[config.mk]
export PLATFORM = sky130hd
export DESIGN_NAME = i2c_regbank_mc_flat
export DESIGN_NICKNAME = d
export VERILOG_FILES = /design/src/rtl/i2c_regbank_mc_pkg.sv /design/src/rtl/i2c_regbank_mc_if.sv /design/src/rtl/i2c_regbank_mc_byte_fifo.sv /design/src/rtl/i2c_regbank_mc.sv /design/src/flat_wrapper.sv
export SDC_FILE = /design/constraint.sdc
export NUM_CORES = 1
export LEC_CHECK = 0
export CAP_MARGIN = 20
export CORE_UTILIZATION = 59
export CTS_BUF_LIST = sky130_fd_sc_hd__clkbuf_2 sky130_fd_sc_hd__clkbuf_4 sky130_fd_sc_hd__clkbuf_8
export CTS_CLUSTER_DIAMETER = 50
export DETAILED_ROUTE_END_ITERATION = 6
export PLACE_DENSITY = 0.83
export SETUP_SLACK_MARGIN = 0.1
export SYNTH_ARGS = -nofsm -noshare
export SYNTH_HDL_FRONTEND = slang
export SYNTH_HIERARCHICAL = 1
export SYNTH_SLANG_ARGS = --single-unit
[constraint.sdc]
create_clock -name S_AXI_ACLK -period 3.3 [get_ports S_AXI_ACLK]
set_clock_uncertainty 0.1 [all_clocks]
set_input_delay 0.825 -clock S_AXI_ACLK [delete_from_list [all_inputs] [get_ports S_AXI_ACLK]]
set_output_delay 0.825 -clock S_AXI_ACLK [all_outputs]
set_load 0.005 [all_outputs]
[src/rtl/i2c_regbank_mc_pkg.sv]
// Register-map constants and the SR readback packing for the multi-channel I2C register bank.
// Pure definitions: no latency and no flow control.
package i2c_regbank_mc_pkg;

  typedef enum logic [5:0] {
    REG_ADR   = 6'd0,
    REG_FDR   = 6'd1,
    REG_CR    = 6'd2,
    REG_SR    = 6'd3,
    REG_DR    = 6'd4,
    REG_DFSRR = 6'd5,
    REG_FSR   = 6'd6
  } reg_word_e;

  localparam int SR_MCF  = 7;
  localparam int SR_MBB  = 5;
  localparam int SR_MAL  = 4;
  localparam int SR_SRW  = 2;
  localparam int SR_MIF  = 1;
  localparam int SR_RXAK = 0;

  localparam int CR_MIEN = 6;

  localparam int FSR_TXOVF = 7;
  localparam int FSR_RXUNF = 6;
  localparam int FSR_RXOVF = 5;

  localparam logic [7:0] DFSRR_RST = 8'h10;

  // Live core bits merged with the two software-visible sticky bits.
  function automatic logic [7:0] sr_pack(input logic [7:0] core, input logic mal, input logic mif);
    return {core[SR_MCF], 1'b0, core[SR_MBB], mal, 1'b0, core[SR_SRW], mif, core[SR_RXAK]};
  endfunction

endpackage

[src/rtl/i2c_regbank_mc_if.sv]
// Register-access strobe bus between the AXI-Lite front end and the register bank.
// Read data returns one cycle after the read strobe; there is no backpressure.
interface i2c_regbank_mc_if #(
  parameter int ADDR_W = 12,
  parameter int DATA_W = 32
);
  logic [ADDR_W-1:0]   S_AXI_AWADDR;
  logic [DATA_W-1:0]   S_AXI_WDATA;
  logic [DATA_W/8-1:0] S_AXI_WSTRB;
  logic [ADDR_W-1:0]   S_AXI_ARADDR;
  logic                i2c_reg_wren;
  logic                i2c_reg_rden;
  logic [DATA_W-1:0]   i2c_reg_data;
  logic                i2c_reg_rvalid;

  modport master (
    output S_AXI_AWADDR, S_AXI_WDATA, S_AXI_WSTRB, S_AXI_ARADDR, i2c_reg_wren, i2c_reg_rden,
    input  i2c_reg_data, i2c_reg_rvalid
  );

  modport slave (
    input  S_AXI_AWADDR, S_AXI_WDATA, S_AXI_WSTRB, S_AXI_ARADDR, i2c_reg_wren, i2c_reg_rden,
    output i2c_reg_data, i2c_reg_rvalid
  );
endinterface

[src/rtl/i2c_regbank_mc_byte_fifo.sv]
// Synchronous 8-bit FIFO; head is visible combinationally, push/pop take effect on the clock edge.
// Push while full is dropped (o_drop) unless a pop frees a slot in the same cycle; pop while empty is ignored.
module i2c_byte_fifo #(
  parameter int DEPTH = 8
) (
  input  logic                     i_clk,
  input  logic                     i_arst_n,
  input  logic                     i_push,
  input  logic [7:0]               i_din,
  input  logic                     i_pop,
  output logic [7:0]               o_dout,
  output logic                     o_full,
  output logic                     o_empty,
  output logic                     o_drop,
  output logic [$clog2(DEPTH):0]   o_level
);
  localparam int AW = $clog2(DEPTH);

  logic [7:0] r_mem [DEPTH];
  logic [AW:0] r_wptr, r_rptr;
  logic w_pop, w_push;

  // Extra pointer MSB tells full from empty once the indices wrap.
  assign o_empty = (r_wptr == r_rptr);
  assign o_full  = (r_wptr[AW] != r_rptr[AW]) && (r_wptr[AW-1:0] == r_rptr[AW-1:0]);
  assign w_pop   = i_pop & ~o_empty;
  assign w_push  = i_push & (~o_full | w_pop);
  assign o_drop  = i_push & ~w_push;
  assign o_dout  = r_mem[r_rptr[AW-1:0]];
  assign o_level = r_wptr - r_rptr;

  always_ff @(posedge i_clk) begin
    if (w_push) r_mem[r_wptr[AW-1:0]] <= i_din;
  end

  always_ff @(posedge i_clk or negedge i_arst_n) begin
    if (!i_arst_n) begin
      r_wptr <= '0;
      r_rptr <= '0;
    end else begin
      if (w_push) r_wptr <= r_wptr + 1'b1;
      if (w_pop)  r_rptr <= r_rptr + 1'b1;
    end
  end
endmodule

[src/rtl/i2c_regbank_mc.sv]
// NUM_CH banks of I2C registers with per-channel TX/RX byte FIFOs behind DR, sticky status and irq.
// Writes land on the strobe edge; read data/rvalid are registered one cycle after rden; no backpressure.
module i2c_regbank_mc
  import i2c_regbank_mc_pkg::*;
#(
  parameter int         C_S_AXI_DATA_WIDTH = 32,
  parameter int         C_S_AXI_ADDR_WIDTH = 12,
  parameter int         NUM_CH             = 4,
  parameter logic [3:0] BASE_PAGE          = 4'h1,
  parameter int         FIFO_DEPTH         = 8
) (
  input  logic                  S_AXI_ACLK,
  input  logic                  S_AXI_ARESETN,
  i2c_regbank_mc_if.slave       bus,
  output logic [NUM_CH*8-1:0]   cfg_adr,
  output logic [NUM_CH*8-1:0]   cfg_fdr,
  output logic [NUM_CH*8-1:0]   cfg_cr,
  output logic [NUM_CH*8-1:0]   cfg_dfsrr,
  input  logic [NUM_CH*8-1:0]   core_status,
  input  logic [NUM_CH-1:0]     core_mif_set,
  input  logic [NUM_CH-1:0]     core_mal_set,
  output logic [NUM_CH*8-1:0]   core_tx_data,
  output logic [NUM_CH-1:0]     core_tx_valid,
  input  logic [NUM_CH-1:0]     core_tx_pop,
  input  logic [NUM_CH*8-1:0]   core_rx_data,
  input  logic [NUM_CH-1:0]     core_rx_push,
  output logic [NUM_CH-1:0]     irq
);
  localparam int         PAGE_LSB = C_S_AXI_ADDR_WIDTH - 4;
  localparam logic [4:0] NCH      = 5'(NUM_CH);
  localparam int         LW       = $clog2(FIFO_DEPTH) + 1;

  logic [3:0]                    w_wr_diff, w_rd_diff;
  logic                          w_wr_en, w_rd_hit;
  reg_word_e                     w_wr_word, w_rd_word;
  logic [7:0]                    w_wbyte, w_rd_byte;
  logic [NUM_CH*8-1:0]           w_ch_rd;
  logic [C_S_AXI_DATA_WIDTH-1:0] r_rd_data;
  logic                          r_rvalid;
  logic                          w_unused;

  // Page offset wraps modulo 16, so pages below BASE_PAGE decode as misses.
  assign w_wr_diff = bus.S_AXI_AWADDR[PAGE_LSB +: 4] - BASE_PAGE;
  assign w_rd_diff = bus.S_AXI_ARADDR[PAGE_LSB +: 4] - BASE_PAGE;
  assign w_wr_en   = bus.i2c_reg_wren & bus.S_AXI_WSTRB[0] & ({1'b0, w_wr_diff} < NCH);
  assign w_rd_hit  = ({1'b0, w_rd_diff} < NCH);
  assign w_wr_word = reg_word_e'(bus.S_AXI_AWADDR[7:2]);
  assign w_rd_word = reg_word_e'(bus.S_AXI_ARADDR[7:2]);
  assign w_wbyte   = bus.S_AXI_WDATA[7:0];
  assign w_unused  = ^{bus.S_AXI_AWADDR[1:0], bus.S_AXI_ARADDR[1:0],
                       bus.S_AXI_WDATA[C_S_AXI_DATA_WIDTH-1:8], bus.S_AXI_WSTRB[C_S_AXI_DATA_WIDTH/8-1:1]};

  for (genvar g = 0; g < NUM_CH; g++) begin : g_ch
    logic [7:0]  r_adr, r_fdr, r_cr, r_dfsrr, w_rx_head, w_rd_val;
    logic        r_mal, r_mif, r_txovf, r_rxunf, r_rxovf, r_irq;
    logic        w_wsel, w_rsel, w_sr_wr, w_fsr_wr, w_rx_pop;
    logic        w_tx_full, w_tx_empty, w_tx_drop, w_rx_full, w_rx_empty, w_rx_drop;
    logic [LW-1:0] w_tx_lvl_unused, w_rx_lvl_unused;

    assign w_wsel   = w_wr_en && (w_wr_diff == 4'(g));
    assign w_rsel   = bus.i2c_reg_rden && w_rd_hit && (w_rd_diff == 4'(g));
    assign w_sr_wr  = w_wsel && (w_wr_word == REG_SR);
    assign w_fsr_wr = w_wsel && (w_wr_word == REG_FSR);
    assign w_rx_pop = w_rsel && (w_rd_word == REG_DR);

    i2c_byte_fifo #(.DEPTH(FIFO_DEPTH)) u_tx_fifo (
      .i_clk(S_AXI_ACLK), .i_arst_n(S_AXI_ARESETN),
      .i_push(w_wsel && (w_wr_word == REG_DR)), .i_din(w_wbyte),
      .i_pop(core_tx_pop[g]), .o_dout(core_tx_data[8*g +: 8]),
      .o_full(w_tx_full), .o_empty(w_tx_empty), .o_drop(w_tx_drop), .o_level(w_tx_lvl_unused)
    );

    i2c_byte_fifo #(.DEPTH(FIFO_DEPTH)) u_rx_fifo (
      .i_clk(S_AXI_ACLK), .i_arst_n(S_AXI_ARESETN),
      .i_push(core_rx_push[g]), .i_din(core_rx_data[8*g +: 8]),
      .i_pop(w_rx_pop), .o_dout(w_rx_head),
      .o_full(w_rx_full), .o_empty(w_rx_empty), .o_drop(w_rx_drop), .o_level(w_rx_lvl_unused)
    );

    // Sticky bits: a same-cycle hardware set always beats the software clear.
    always_ff @(posedge S_AXI_ACLK or negedge S_AXI_ARESETN) begin
      if (!S_AXI_ARESETN) begin
        r_adr   <= '0;
        r_fdr   <= '0;
        r_cr    <= '0;
        r_dfsrr <= DFSRR_RST;
        r_mal   <= 1'b0;
        r_mif   <= 1'b0;
        r_txovf <= 1'b0;
        r_rxunf <= 1'b0;
        r_rxovf <= 1'b0;
        r_irq   <= 1'b0;
      end else begin
        if (w_wsel) begin
          case (w_wr_word)
            REG_ADR:   r_adr   <= w_wbyte;
            REG_FDR:   r_fdr   <= w_wbyte;
            REG_CR:    r_cr    <= w_wbyte;
            REG_DFSRR: r_dfsrr <= w_wbyte;
            default:   ;
          endcase
        end
        r_mif   <= core_mif_set[g] | (r_mif & ~(w_sr_wr & ~w_wbyte[SR_MIF]));
        r_mal   <= core_mal_set[g] | (r_mal & ~(w_sr_wr & ~w_wbyte[SR_MAL]));
        r_txovf <= w_tx_drop | (r_txovf & ~(w_fsr_wr & w_wbyte[FSR_TXOVF]));
        r_rxovf <= w_rx_drop | (r_rxovf & ~(w_fsr_wr & w_wbyte[FSR_RXOVF]));
        r_rxunf <= (w_rx_pop & w_rx_empty) | (r_rxunf & ~(w_fsr_wr & w_wbyte[FSR_RXUNF]));
        r_irq   <= r_cr[CR_MIEN] & r_mif;
      end
    end

    always_comb begin
      w_rd_val = '0;
      case (w_rd_word)
        REG_ADR:   w_rd_val = r_adr;
        REG_FDR:   w_rd_val = r_fdr;
        REG_CR:    w_rd_val = r_cr;
        REG_SR:    w_rd_val = sr_pack(core_status[8*g +: 8], r_mal, r_mif);
        REG_DR:    w_rd_val = w_rx_empty ? 8'h00 : w_rx_head;
        REG_DFSRR: w_rd_val = r_dfsrr;
        REG_FSR:   w_rd_val = {r_txovf, r_rxunf, r_rxovf, w_rx_full, w_tx_full, w_rx_empty, w_tx_empty, 1'b0};
        default:   w_rd_val = '0;
      endcase
    end

    assign w_ch_rd[8*g +: 8]   = w_rd_val;
    assign cfg_adr[8*g +: 8]   = r_adr;
    assign cfg_fdr[8*g +: 8]   = r_fdr;
    assign cfg_cr[8*g +: 8]    = r_cr;
    assign cfg_dfsrr[8*g +: 8] = r_dfsrr;
    assign core_tx_valid[g]    = ~w_tx_empty;
    assign irq[g]              = r_irq;
  end

  always_comb begin
    w_rd_byte = '0;
    for (int c = 0; c < NUM_CH; c++) begin
      if (w_rd_hit && (w_rd_diff == 4'(c))) w_rd_byte = w_ch_rd[8*c +: 8];
    end
  end

  always_ff @(posedge S_AXI_ACLK or negedge S_AXI_ARESETN) begin
    if (!S_AXI_ARESETN) begin
      r_rd_data <= '0;
      r_rvalid  <= 1'b0;
    end else begin
      r_rvalid <= bus.i2c_reg_rden;
      if (bus.i2c_reg_rden) r_rd_data <= {{(C_S_AXI_DATA_WIDTH-8){1'b0}}, w_rd_byte};
    end
  end

  assign bus.i2c_reg_data   = r_rd_data;
  assign bus.i2c_reg_rvalid = r_rvalid;
endmodule

[src/flat_wrapper.sv]
// flat-port wrapper written by rule: the top's interface ports become plain ports
module i2c_regbank_mc_flat import i2c_regbank_mc_pkg::*;
#(
  parameter int         C_S_AXI_DATA_WIDTH = 32,
  parameter int         C_S_AXI_ADDR_WIDTH = 12,
  parameter int         NUM_CH             = 4,
  parameter logic [3:0] BASE_PAGE          = 4'h1,
  parameter int         FIFO_DEPTH         = 8
)
  (S_AXI_ACLK, S_AXI_ARESETN, cfg_adr, cfg_fdr, cfg_cr, cfg_dfsrr, core_status, core_mif_set, core_mal_set, core_tx_data, core_tx_valid, core_tx_pop, core_rx_data, core_rx_push, irq, bus_S_AXI_AWADDR, bus_S_AXI_WDATA, bus_S_AXI_WSTRB, bus_S_AXI_ARADDR, bus_i2c_reg_wren, bus_i2c_reg_rden, bus_i2c_reg_data, bus_i2c_reg_rvalid);
  i2c_regbank_mc_if #(.ADDR_W(12), .DATA_W(32)) bus_i ();
  input  logic S_AXI_ACLK;
  input  logic S_AXI_ARESETN;
  output logic [NUM_CH*8-1:0] cfg_adr;
  output logic [NUM_CH*8-1:0] cfg_fdr;
  output logic [NUM_CH*8-1:0] cfg_cr;
  output logic [NUM_CH*8-1:0] cfg_dfsrr;
  input  logic [NUM_CH*8-1:0] core_status;
  input  logic [NUM_CH-1:0] core_mif_set;
  input  logic [NUM_CH-1:0] core_mal_set;
  output logic [NUM_CH*8-1:0] core_tx_data;
  output logic [NUM_CH-1:0] core_tx_valid;
  input  logic [NUM_CH-1:0] core_tx_pop;
  input  logic [NUM_CH*8-1:0] core_rx_data;
  input  logic [NUM_CH-1:0] core_rx_push;
  output logic [NUM_CH-1:0] irq;
  input wire logic [$bits(bus_i.S_AXI_AWADDR)-1:0] bus_S_AXI_AWADDR;
  input wire logic [$bits(bus_i.S_AXI_WDATA)-1:0] bus_S_AXI_WDATA;
  input wire logic [$bits(bus_i.S_AXI_WSTRB)-1:0] bus_S_AXI_WSTRB;
  input wire logic [$bits(bus_i.S_AXI_ARADDR)-1:0] bus_S_AXI_ARADDR;
  input wire logic [$bits(bus_i.i2c_reg_wren)-1:0] bus_i2c_reg_wren;
  input wire logic [$bits(bus_i.i2c_reg_rden)-1:0] bus_i2c_reg_rden;
  output wire logic [$bits(bus_i.i2c_reg_data)-1:0] bus_i2c_reg_data;
  output wire logic [$bits(bus_i.i2c_reg_rvalid)-1:0] bus_i2c_reg_rvalid;
  assign bus_i.S_AXI_AWADDR = bus_S_AXI_AWADDR;
  assign bus_i.S_AXI_WDATA = bus_S_AXI_WDATA;
  assign bus_i.S_AXI_WSTRB = bus_S_AXI_WSTRB;
  assign bus_i.S_AXI_ARADDR = bus_S_AXI_ARADDR;
  assign bus_i.i2c_reg_wren = bus_i2c_reg_wren;
  assign bus_i.i2c_reg_rden = bus_i2c_reg_rden;
  assign bus_i2c_reg_data = bus_i.i2c_reg_data;
  assign bus_i2c_reg_rvalid = bus_i.i2c_reg_rvalid;
  i2c_regbank_mc #(.C_S_AXI_DATA_WIDTH(C_S_AXI_DATA_WIDTH), .C_S_AXI_ADDR_WIDTH(C_S_AXI_ADDR_WIDTH), .NUM_CH(NUM_CH), .BASE_PAGE(BASE_PAGE), .FIFO_DEPTH(FIFO_DEPTH)) u_core (.S_AXI_ACLK(S_AXI_ACLK), .S_AXI_ARESETN(S_AXI_ARESETN), .bus(bus_i), .cfg_adr(cfg_adr), .cfg_fdr(cfg_fdr), .cfg_cr(cfg_cr), .cfg_dfsrr(cfg_dfsrr), .core_status(core_status), .core_mif_set(core_mif_set), .core_mal_set(core_mal_set), .core_tx_data(core_tx_data), .core_tx_valid(core_tx_valid), .core_tx_pop(core_tx_pop), .core_rx_data(core_rx_data), .core_rx_push(core_rx_push), .irq(irq));
endmodule
==> impl_results.md <==
* Status: finished, violations left
* Failing checks: design-rule violations
* Final wirelength at 90,500 microns
* Sequential standard cell area at 21,000 sq um
* Drt drc at 40
* Initial antenna violation count at 9
* Worst EP required at 3.78 ns
* Syn Inst Count at 1,984
* ANT nets after route at 0
* Chip Height at 234 microns
* Num CTS Buffers at 114
* Setup_tns at 0 ns
* Share of layout cells above drive strength 1 at 35.5%
* HP Class: register to register
* TritonRoute pass-1 iters at 7
* Wl on met1 at 33,500 microns
* CTS Sinks at 737
* Layout area overhead at 25.7%
* Multi-input logic area at 10,400 sq um
* Period utilization at 99.0%
* Worst Setup End Kind: register
* Largest net degree at the start of global routing at 96
* Worst Max-Slew Pin Slew at 1.20 ns
* Number of fillers in the final layout at 2,990
* Worst skew pair latency at 0.75 ns
* Max-slew violations at 0
* Tot GR Track Use at 33.2%
* Via Count at 20,700
* Placed cell count at 3,046
* PnR Total Power at 26,000 uW
* Row count at 84
* Clock buffer depth at 3
* DR top layer: met5
* Final setup violation count at 0
* WL met2 at 43,400 microns
* Mapped Area at 31,800 sq um
* Final min period at 3.27 ns
* Critical path class: register to register
* Crit path launch type: register
* Power per cell area at 649 nW/um^2
* First-pass GRT wire length at 131,000 microns
* Avg Inst Size Synth at 16.0 sq um
* Core area at 52,900 sq um
* Routability cong. at 0.978
* Final HPWL from detailed placement at 59,700 microns
* Die X at 234 microns
* Max cap viols at 0
* CTS clk-pin slew, worst paths at 0.06 ns
* 1st-iter DRT viols at 2,231
* Final Hold Fails at 0
* Rel. slew slack at 19.7%
* Die Area at 54,800 sq um
* Leak at 0.0154 uW
* YS warnings at 6
* Initial Util at 60.2%
* Worst VDD drop at 0.405 mV
* Final Instance Count excl. Fillers at 3,334
* Port bufs at 273
* CTS tree: yes
* Peak Freq at 0.306 GHz
* Routed WL per cell at 27.1 microns
* Layout Nets at 2,726
* Clk root buf: clkbuf_8
* Via density at 6.22
* CP Max Fanout at 3
* IO Pins at 345
* H-tree depth at 3
* Number of global-route vias before repair at 21,300
* Metal3 WL at 10,000 microns
* Critical path arrival at 3.75 ns
* RSZ-0062 raised after global routing: yes
* GR Overflow Total at 0
==> power breakdown <==
part           leakage (uW)  total [uW]  switching (uW)  internal (uW)
clock network       0.00137        8590            3630           4960
logic               0.00645        6170            3080           3100
registers           0.00758       11200             532          10700
total                0.0154       26000            7240          18700
==> metrics by stage <==
stage	cell area (sq um)	util (%)	setup WS [ns]	hold slack, ns
floorplan	32000	-	-0.0523	0.341
global placement	36500	69.0	0.0421	0.358
detailed placement	36500	69.0	-0.0389	0.365
CTS	39800	75.4	-0.00720	0.379
global route	40000	75.6	-0.0625	0.400
finish	40000	75.6	0.0333	0.379
==> path summary, 6_finish.rpt <==
check	slack, ns	cells after the start	to	startpoint
worst max register to register	0.03	18	u_core/g_ch[2].u_tx_fifo/r_rptr[1]	u_core/g_ch[2].u_tx_fifo/r_rptr[0]
worst min-delay path	0.38	1	u_core/g_ch[3].r_mal	u_core/g_ch[3].r_mal
max in group asynchronous	1.68	3	u_core/g_ch[2].u_tx_fifo/r_rptr[0]	S_AXI_ARESETN
worst min register to register	0.38	1	u_core/g_ch[3].r_mal	u_core/g_ch[3].r_mal
min in group asynchronous	0.51	2	u_core/g_ch[0].r_cr[1]	S_AXI_ARESETN
worst max-delay path	0.03	18	u_core/g_ch[2].u_tx_fifo/r_rptr[1]	u_core/g_ch[2].u_tx_fifo/r_rptr[0]
==> flip-flops by register name (all words and copies together) (netlist names) <==
signal and flops:
u_core/g_ch.u_rx_fifo/r_mem 256, u_core/g_ch.u_tx_fifo/r_mem 256, u_core/g_ch.r_adr 32, u_core/g_ch.r_cr 32, u_core/g_ch.r_dfsrr 32, u_core/g_ch.r_fdr 32, u_core/g_ch.u_rx_fifo/r_rptr 16, u_core/g_ch.u_rx_fifo/r_wptr 16
u_core/g_ch.u_tx_fifo/r_rptr 16, u_core/g_ch.u_tx_fifo/r_wptr 16, u_core/bus.i2c_reg_data 8, u_core/g_ch.r_irq 4, u_core/g_ch.r_mal 4, u_core/g_ch.r_mif 4, u_core/g_ch.r_rxovf 4, u_core/g_ch.r_rxunf 4
u_core/g_ch.r_txovf 4, u_core/bus.i2c_reg_rvalid 1
==> what timing repair did <==
item,in CTS,in global routing
hold buffers,1,0
pin swaps,46,25
buffers inserted,54,14
endpoints found under the hold margin,41,0
gates resized for setup,189,41
setup endpoints to repair,36,31
cloned,6,0
==> layer usage <==
metal	GRT usage (%)	vias up
li1	-	8679
met4	14.3	6
met3	9.34	207
met1	43.6	10700
met2	52.1	1162
met5	0	-
==> cells in the final DEF (no fill, tap or decap), types with 28 or more instances in the layout <==
master / instances
edfxtp_1: 512
clkdlybuf4s50_1: 226
dfrtp_1: 207
buf_4: 203
nand2_1: 202
mux4_2: 136
mux2_2: 133
clkbuf_8: 127
nor2_1: 73
nand3_1: 66
nand2_2: 48
inv_1: 37
ha_1: 33
xnor2_1: 32
buf_2: 31
clkbuf_4: 28
==> worst max-delay path, cell delays in order (launching register included) <==
cell and delay (ns):
dfrtp_2 0.46, buf_6 0.15, ha_4 0.26, nand4_1 0.13
buf_4 0.19, buf_4 0.12, buf_4 0.12, buf_4 0.12
buf_4 0.12, buf_4 0.12, buf_4 0.12, buf_4 0.12
buf_4 0.12, buf_4 0.12, buf_4 0.12, buf_4 0.12
buf_4 0.14, nand2_2 0.10, mux2_4 0.30
==> layout make-up <==
cell class / instances / share of cell area (%)
inverters: 48 / 0.457
flip-flops and latches: 737 / 52.6
diodes: 6 / 0.0376
well taps: 688 / 2.15
clock buffers: 155 / 4.90
repair buffers: 525 / 12.2
multi-input cells: 1116 / 26.1
clock inverters: 59 / 1.60
No activity file was read; power rests on OpenSTA's default activity.
